`src/rtl/dmem_ctrl_pkg.sv`:
```
// Shared types for the data-memory requester.
// Op encodings, FSM states and default widths.
package dmem_ctrl_pkg;

    localparam int DMEM_AW = 8;
    localparam int DMEM_DW = 8;
    localparam int DMEM_LW = 8;

    typedef enum logic [1:0] {
        OP_LOAD  = 2'b00,
        OP_STORE = 2'b01,
        OP_COPY  = 2'b10,
        OP_FILL  = 2'b11
    } op_e;

    typedef enum logic [2:0] {
        ST_IDLE,
        ST_LOAD,
        ST_STORE,
        ST_CP_RD,
        ST_CP_WR,
        ST_FILL,
        ST_RESP
    } state_e;

endpackage

```
`src/rtl/dmem_xfer_counter.sv`:
```
// Block-transfer byte index with last flag.
// Produces wrapped source/destination addresses.
module dmem_xfer_counter #(
    parameter int AW = 8,
    parameter int LW = 8
) (
    input  logic          clk,
    input  logic          rst_n,
    input  logic          clr,
    input  logic          inc,
    input  logic [LW-1:0] len,
    input  logic [AW-1:0] src_base,
    input  logic [AW-1:0] dst_base,
    output logic [LW-1:0] idx,
    output logic          last,
    output logic [AW-1:0] src_addr,
    output logic [AW-1:0] dst_addr
);

    always_ff @(posedge clk or negedge rst_n) begin
        if (!rst_n) begin
            idx <= '0;
        end else if (clr) begin
            idx <= '0;
        end else if (inc) begin
            idx <= idx + LW'(1);
        end
    end

    assign last     = (idx == len - LW'(1));
    assign src_addr = src_base + AW'(idx);
    assign dst_addr = dst_base + AW'(idx);

endmodule

```
`src/rtl/dmem_access_ctrl.sv`:
```
// Requester FSM for the 256x8 data memory.
// Serves LOAD/STORE and multi-cycle COPY/FILL.
module dmem_access_ctrl
    import dmem_ctrl_pkg::*;
#(
    parameter int AW = DMEM_AW,
    parameter int DW = DMEM_DW,
    parameter int LW = DMEM_LW
) (
    input  logic          clk,
    input  logic          rst_n,
    input  logic          req_valid,
    output logic          req_ready,
    input  logic [1:0]    req_op,
    input  logic [AW-1:0] req_addr,
    input  logic [AW-1:0] req_src,
    input  logic [LW-1:0] req_len,
    input  logic [DW-1:0] req_wdata,
    output logic          rsp_valid,
    output logic [DW-1:0] rsp_data,
    output logic          busy,
    output logic          mem_wen,
    output logic [AW-1:0] mem_addr,
    output logic [DW-1:0] mem_wdata,
    input  logic [DW-1:0] mem_rdata
);

    state_e        state, state_n;
    logic [AW-1:0] addr_q, src_q;
    logic [LW-1:0] len_q;
    logic [DW-1:0] wdata_q, buf_q, rsp_n;
    logic          accept, cnt_inc, last;
    logic [LW-1:0] idx;
    logic [AW-1:0] src_addr, dst_addr;

    assign req_ready = (state == ST_IDLE);
    assign busy      = (state != ST_IDLE);
    assign rsp_valid = (state == ST_RESP);
    assign accept    = req_valid && req_ready;

    dmem_xfer_counter #(.AW(AW), .LW(LW)) u_cnt (
        .clk      (clk),
        .rst_n    (rst_n),
        .clr      (accept),
        .inc      (cnt_inc),
        .len      (len_q),
        .src_base (src_q),
        .dst_base (addr_q),
        .idx      (idx),
        .last     (last),
        .src_addr (src_addr),
        .dst_addr (dst_addr)
    );

    always_comb begin
        state_n   = state;
        mem_wen   = 1'b0;
        mem_addr  = '0;
        mem_wdata = '0;
        cnt_inc   = 1'b0;
        case (state)
            ST_IDLE: begin
                if (req_valid) begin
                    case (op_e'(req_op))
                        OP_LOAD:  state_n = ST_LOAD;
                        OP_STORE: state_n = ST_STORE;
                        OP_COPY:  state_n = (req_len == '0) ? ST_RESP : ST_CP_RD;
                        OP_FILL:  state_n = (req_len == '0) ? ST_RESP : ST_FILL;
                        default:  state_n = ST_IDLE;
                    endcase
                end
            end
            ST_LOAD: begin
                mem_addr = addr_q;
                state_n  = ST_RESP;
            end
            ST_STORE: begin
                mem_addr  = addr_q;
                mem_wdata = wdata_q;
                mem_wen   = 1'b1;
                state_n   = ST_RESP;
            end
            ST_CP_RD: begin
                mem_addr = src_addr;
                state_n  = ST_CP_WR;
            end
            ST_CP_WR: begin
                mem_addr  = dst_addr;
                mem_wdata = buf_q;
                mem_wen   = 1'b1;
                cnt_inc   = !last;
                state_n   = last ? ST_RESP : ST_CP_RD;
            end
            ST_FILL: begin
                mem_addr  = dst_addr;
                mem_wdata = wdata_q;
                mem_wen   = 1'b1;
                cnt_inc   = !last;
                state_n   = last ? ST_RESP : ST_FILL;
            end
            ST_RESP: state_n = ST_IDLE;
            default: state_n = ST_IDLE;
        endcase
    end

    // Zero-length block ops reach RESP straight from IDLE and report 0.
    always_comb begin
        rsp_n = '0;
        case (state)
            ST_LOAD:           rsp_n = mem_rdata;
            ST_CP_WR, ST_FILL: rsp_n = DW'(len_q);
            default:           rsp_n = '0;
        endcase
    end

    always_ff @(posedge clk or negedge rst_n) begin
        if (!rst_n) begin
            state    <= ST_IDLE;
            addr_q   <= '0;
            src_q    <= '0;
            len_q    <= '0;
            wdata_q  <= '0;
            buf_q    <= '0;
            rsp_data <= '0;
        end else begin
            state <= state_n;
            if (accept) begin
                addr_q  <= req_addr;
                src_q   <= req_src;
                len_q   <= req_len;
                wdata_q <= req_wdata;
            end
            if (state == ST_CP_RD) begin
                buf_q <= mem_rdata;
            end
            if (state_n == ST_RESP && state != ST_RESP) begin
                rsp_data <= rsp_n;
            end
        end
    end

endmodule

```
`config.mk`:
```
export PLATFORM = sky130hd
export DESIGN_NAME = dmem_access_ctrl
export DESIGN_NICKNAME = d
export VERILOG_FILES = /design/src/rtl/dmem_ctrl_pkg.sv /design/src/rtl/dmem_xfer_counter.sv /design/src/rtl/dmem_access_ctrl.sv
export SDC_FILE = /design/constraint.sdc
export NUM_CORES = 1
export LEC_CHECK = 0
export CAP_MARGIN = 30
export CORE_MARGIN = 1.5
export CORE_UTILIZATION = 55
export CTS_BUF_LIST = sky130_fd_sc_hd__clkbuf_4
export DETAILED_ROUTE_END_ITERATION = 8
export GPL_ROUTABILITY_DRIVEN = 0
export PLACE_DENSITY_LB_ADDON = 0.08
export SLEW_MARGIN = 5
export SYNTH_ARGS = -nofsm -noshare
export SYNTH_HDL_FRONTEND = slang
export SYNTH_HIERARCHICAL = 1
export SYNTH_SLANG_ARGS = --single-unit
```
`constraint.sdc`:
```
create_clock -name clk -period 3.8 [get_ports clk]
set_input_delay 0.76 -clock clk [delete_from_list [all_inputs] [get_ports clk]]
set_output_delay 0.76 -clock clk [all_outputs]
set_load 0.02 [all_outputs]
```
==> impl_results.md <==
* MaxCap Viol Count at 0
* Fin. Hold Viols at 0
* Clk pin slew, worst setup/hold paths at 100 ps
* EDFF count, synth at 0
* Total gr overflow at 0
* Setup bufs post-CTS at 0
* Distinct cells, synth at 45
* DRT iter0 DRCs at 257
* Post-route DRC at 3
* Total Power at 4.32 mW
* Die Height at 85.5 um
* Logic gate share of total power at 61.8%
* Final instance area at 4730 um^2
* Crit path to: mem_addr[7]
* PwrDens at 914 nW/um^2
* WHS at 311 ps
* Critical Path AT at 2870 ps
* Port Buffers at 72
* Setup CP Type: flip-flop to output pin
* Synth-to-layout area growth at 26.4%
* Routed Antenna Nets at 0
* Int Pwr at 2.44 mW
* Mapped Nets at 424
* Post-DP Area at 4580 um^2
* Clk Latency, worst-skew pair at 390 ps
* Largest net degree at the start of global routing at 40
* Crit start category: flip-flop
* Wire length per cell at 17.4 um
* Violated checks: DRC
* Cts hold-fix bufs at 0
* DR pass1 iterations at 6
* Layout cells sized above 1 at 20.3%
* Most frequent cells in the layout: 67 x clkdlybuf4s50_1, 59 x dfrtp_1, 56 x mux2_2
* Syn avg cell area at 10.4 um^2
* Rel. slew slack at 53.1%
* Final Core Density at 73.2%
* Root buffer cell: clkbuf_4
* Synth Register Bits at 59
* Row cnt at 29
* Crit path depth at 9
* Crit path from: u_cnt/idx[2]
* Starting density of the core at 57.9%
* Maximum VDD drop at 0.467 mV
* Vias in the first global route at 3,080
* Worst hold path type: input pin to asynchronous set/reset pin
* Setup-failing EPs final at 0
* CORE AREA at 6460 um^2
* Async set-reset flop share out of synthesis at 100%
* CTS max path bufs at 2
* Period utilization at 95.6%
* Crit-path leading delay family: compound AO/OA/AOI/OAI gates
* Pins over their slew limit at 0
* First-pass GRT wire length at 14,700 um
* Status: complete, but fails checks
* Hpwl dp at 6750 um
* Worst EP required at 3040 ps
* CP peak stage delay at 410 ps
* Worst path slowest cell: dfrtp_1
* Worst Max-Slew Pin Slew at 702 ps
* Reg2reg start: len_q[0]
* Die Width at 85.5 um
* Psw at 1.88 mW
* Bufs and invs on worst path at 1
* RSZ-0062 raised after global routing: false
* # nets final at 502
* Reg2Reg Capture Point: rsp_data[4]
* Clk_skew at 5.88 ps
* Reg2Reg Setup Slack at 720 ps
* LEAKAGE at 2.06 nW
* Vias per inst at 5.86
* I/O pin count at 73
* Crit-path max FO at 4
* CTS tree: built
* Initial antenna violation count at 0
* Fmax at 275 MHz
* Clock buffer count from CTS at 9
* Cell Area, Synth at 3740 um^2
* Synth Instances at 361
* Most common cell after layout, fill and taps aside: clkdlybuf4s50_1
* Total Routing Usage GR at 26.0%
* Total negative slack at 0 ps
* Reg2Reg Depth at 10
* CTS sink cnt at 59
* Commonest register cell after synthesis: dfrtp_1
* Crit end category: output pin
* Die area at 7310 um^2
* Sequential Power Share at 28.3%
* Diode count at 0
* Yosys Warn Count at 6
* Clock power frac at 9.8%
* Via Count at 3,049
* Sequential share of the synthesized area at 39.5%
* Final WL at 9030 um
* Post_cts resized at 4
* Crit-path cells: ha_1 -> and3_1 -> a221o_1 -> o41ai_2 -> xnor2_1 -> mux2_2 -> a22oi_1 -> o21ai_0 -> clkdlybuf4s15_1
* Fin crit period at 3630 ps
* Htree depth at 3
* Sw Ratio at 43.5%
power groups by stage:
stage	Sequential (mW)	Combinational, mW	Clock [mW]
floorplan	1.19	1.79	0
global placement	1.21	2.60	0
detailed placement	1.23	2.68	0
CTS	1.22	2.66	0.438
global route	1.27	2.89	0.460
finish	1.23	2.67	0.426
layer usage:
layer	part of all wire [%]	vias up	GRT usage, %
met1	42	1478	32.4
li1	-	1458	-
met2	51	96	44.0
met4	2.6	0	12.6
met5	0	-	0
met3	4.9	17	4.38
area by class of cell:
class	count	area, um^2
repair buffers	86	830
flip-flops and latches	59	1480
clock inverters	6	57.6
fillers	499	1730
well taps	77	96.3
inverters	12	45.0
clock buffers	9	67.6
multi-input cells	271	2160
cells in the mapped netlist (2+ instances only):
cell type   n  area, um^2
buf_1       2        7.51
clkbuf_1   14        52.6
a221oi_1    2        17.5
inv_1      12        45.0
nand3b_1    3        22.5
o21ai_0    20         100
o21ai_1     2        10.0
nand2_1    23        86.3
nor2b_1     6        37.5
mux2i_1     9        90.1
nand4_1     3        18.8
and3_1      5        31.3
o31ai_1     2        15.0
o2111ai_1   3        26.3
mux2_2     56         631
a21oi_1     8        40.0
ha_1       16         200
o211ai_1    2        15.0
o21a_1      2        15.0
xnor2_1    12         105
xor2_1     17         149
buf_2       3        15.0
nor4_1      3        18.8
nor2_1     24        90.1
nand2b_1    5        31.3
a22oi_1    16         120
fa_1        2        40.0
nor3_1      8        40.0
dfrtp_1    59        1480
nand3_1     5        25.0
a21o_1      3        22.5
worst min-delay path by stage:
stage,cells after the start,slack [ps],end
6_report,2,310,src_q[7]
5_1_grt,2,310,wdata_q[5]
4_1_cts,1,480,wdata_q[5]
3_5_place_dp,1,500,rsp_data[5]
3_3_place_gp,1,490,rsp_data[3]
2_1_floorplan,0,460,addr_q[0]
per-stage QoR:
step	worst slack, ps	std cells
CTS	66.7	519
floorplan	707	361
global placement	362	504
global route	14.6	520
detailed placement	266	504
finish	168	520
worst reg2reg max path, stage by stage, from the launching register on:
cell       delay (ps)
dfrtp_1           470
inv_1             110
ha_1              230
nand2_1            70
o31ai_1           190
o31ai_1           110
nor4_1            510
nor2_1            320
a21oi_1           260
o2111ai_2         330
mux2_2            380
cells by family after synthesis:
kind of cell             share of synthesized area [%]
AO/OA/AOI/OAI                                     12.4
AND/OR/NAND/NOR                                   12.5
flip-flops                                        39.5
XOR/XNOR                                          6.79
buffers and inverters                             3.21
adder cells (fa/ha/maj)                           6.42
multiplexers                                      19.3
state kept, by name, summed over array words and instances, names as in the netlist:
name	cells
rsp_data	8
src_q	8
wdata_q	8
state	3
u_cnt/idx	8
len_q	8
buf_q	8
addr_q	8
No activity file was read; power rests on OpenSTA's default activity.
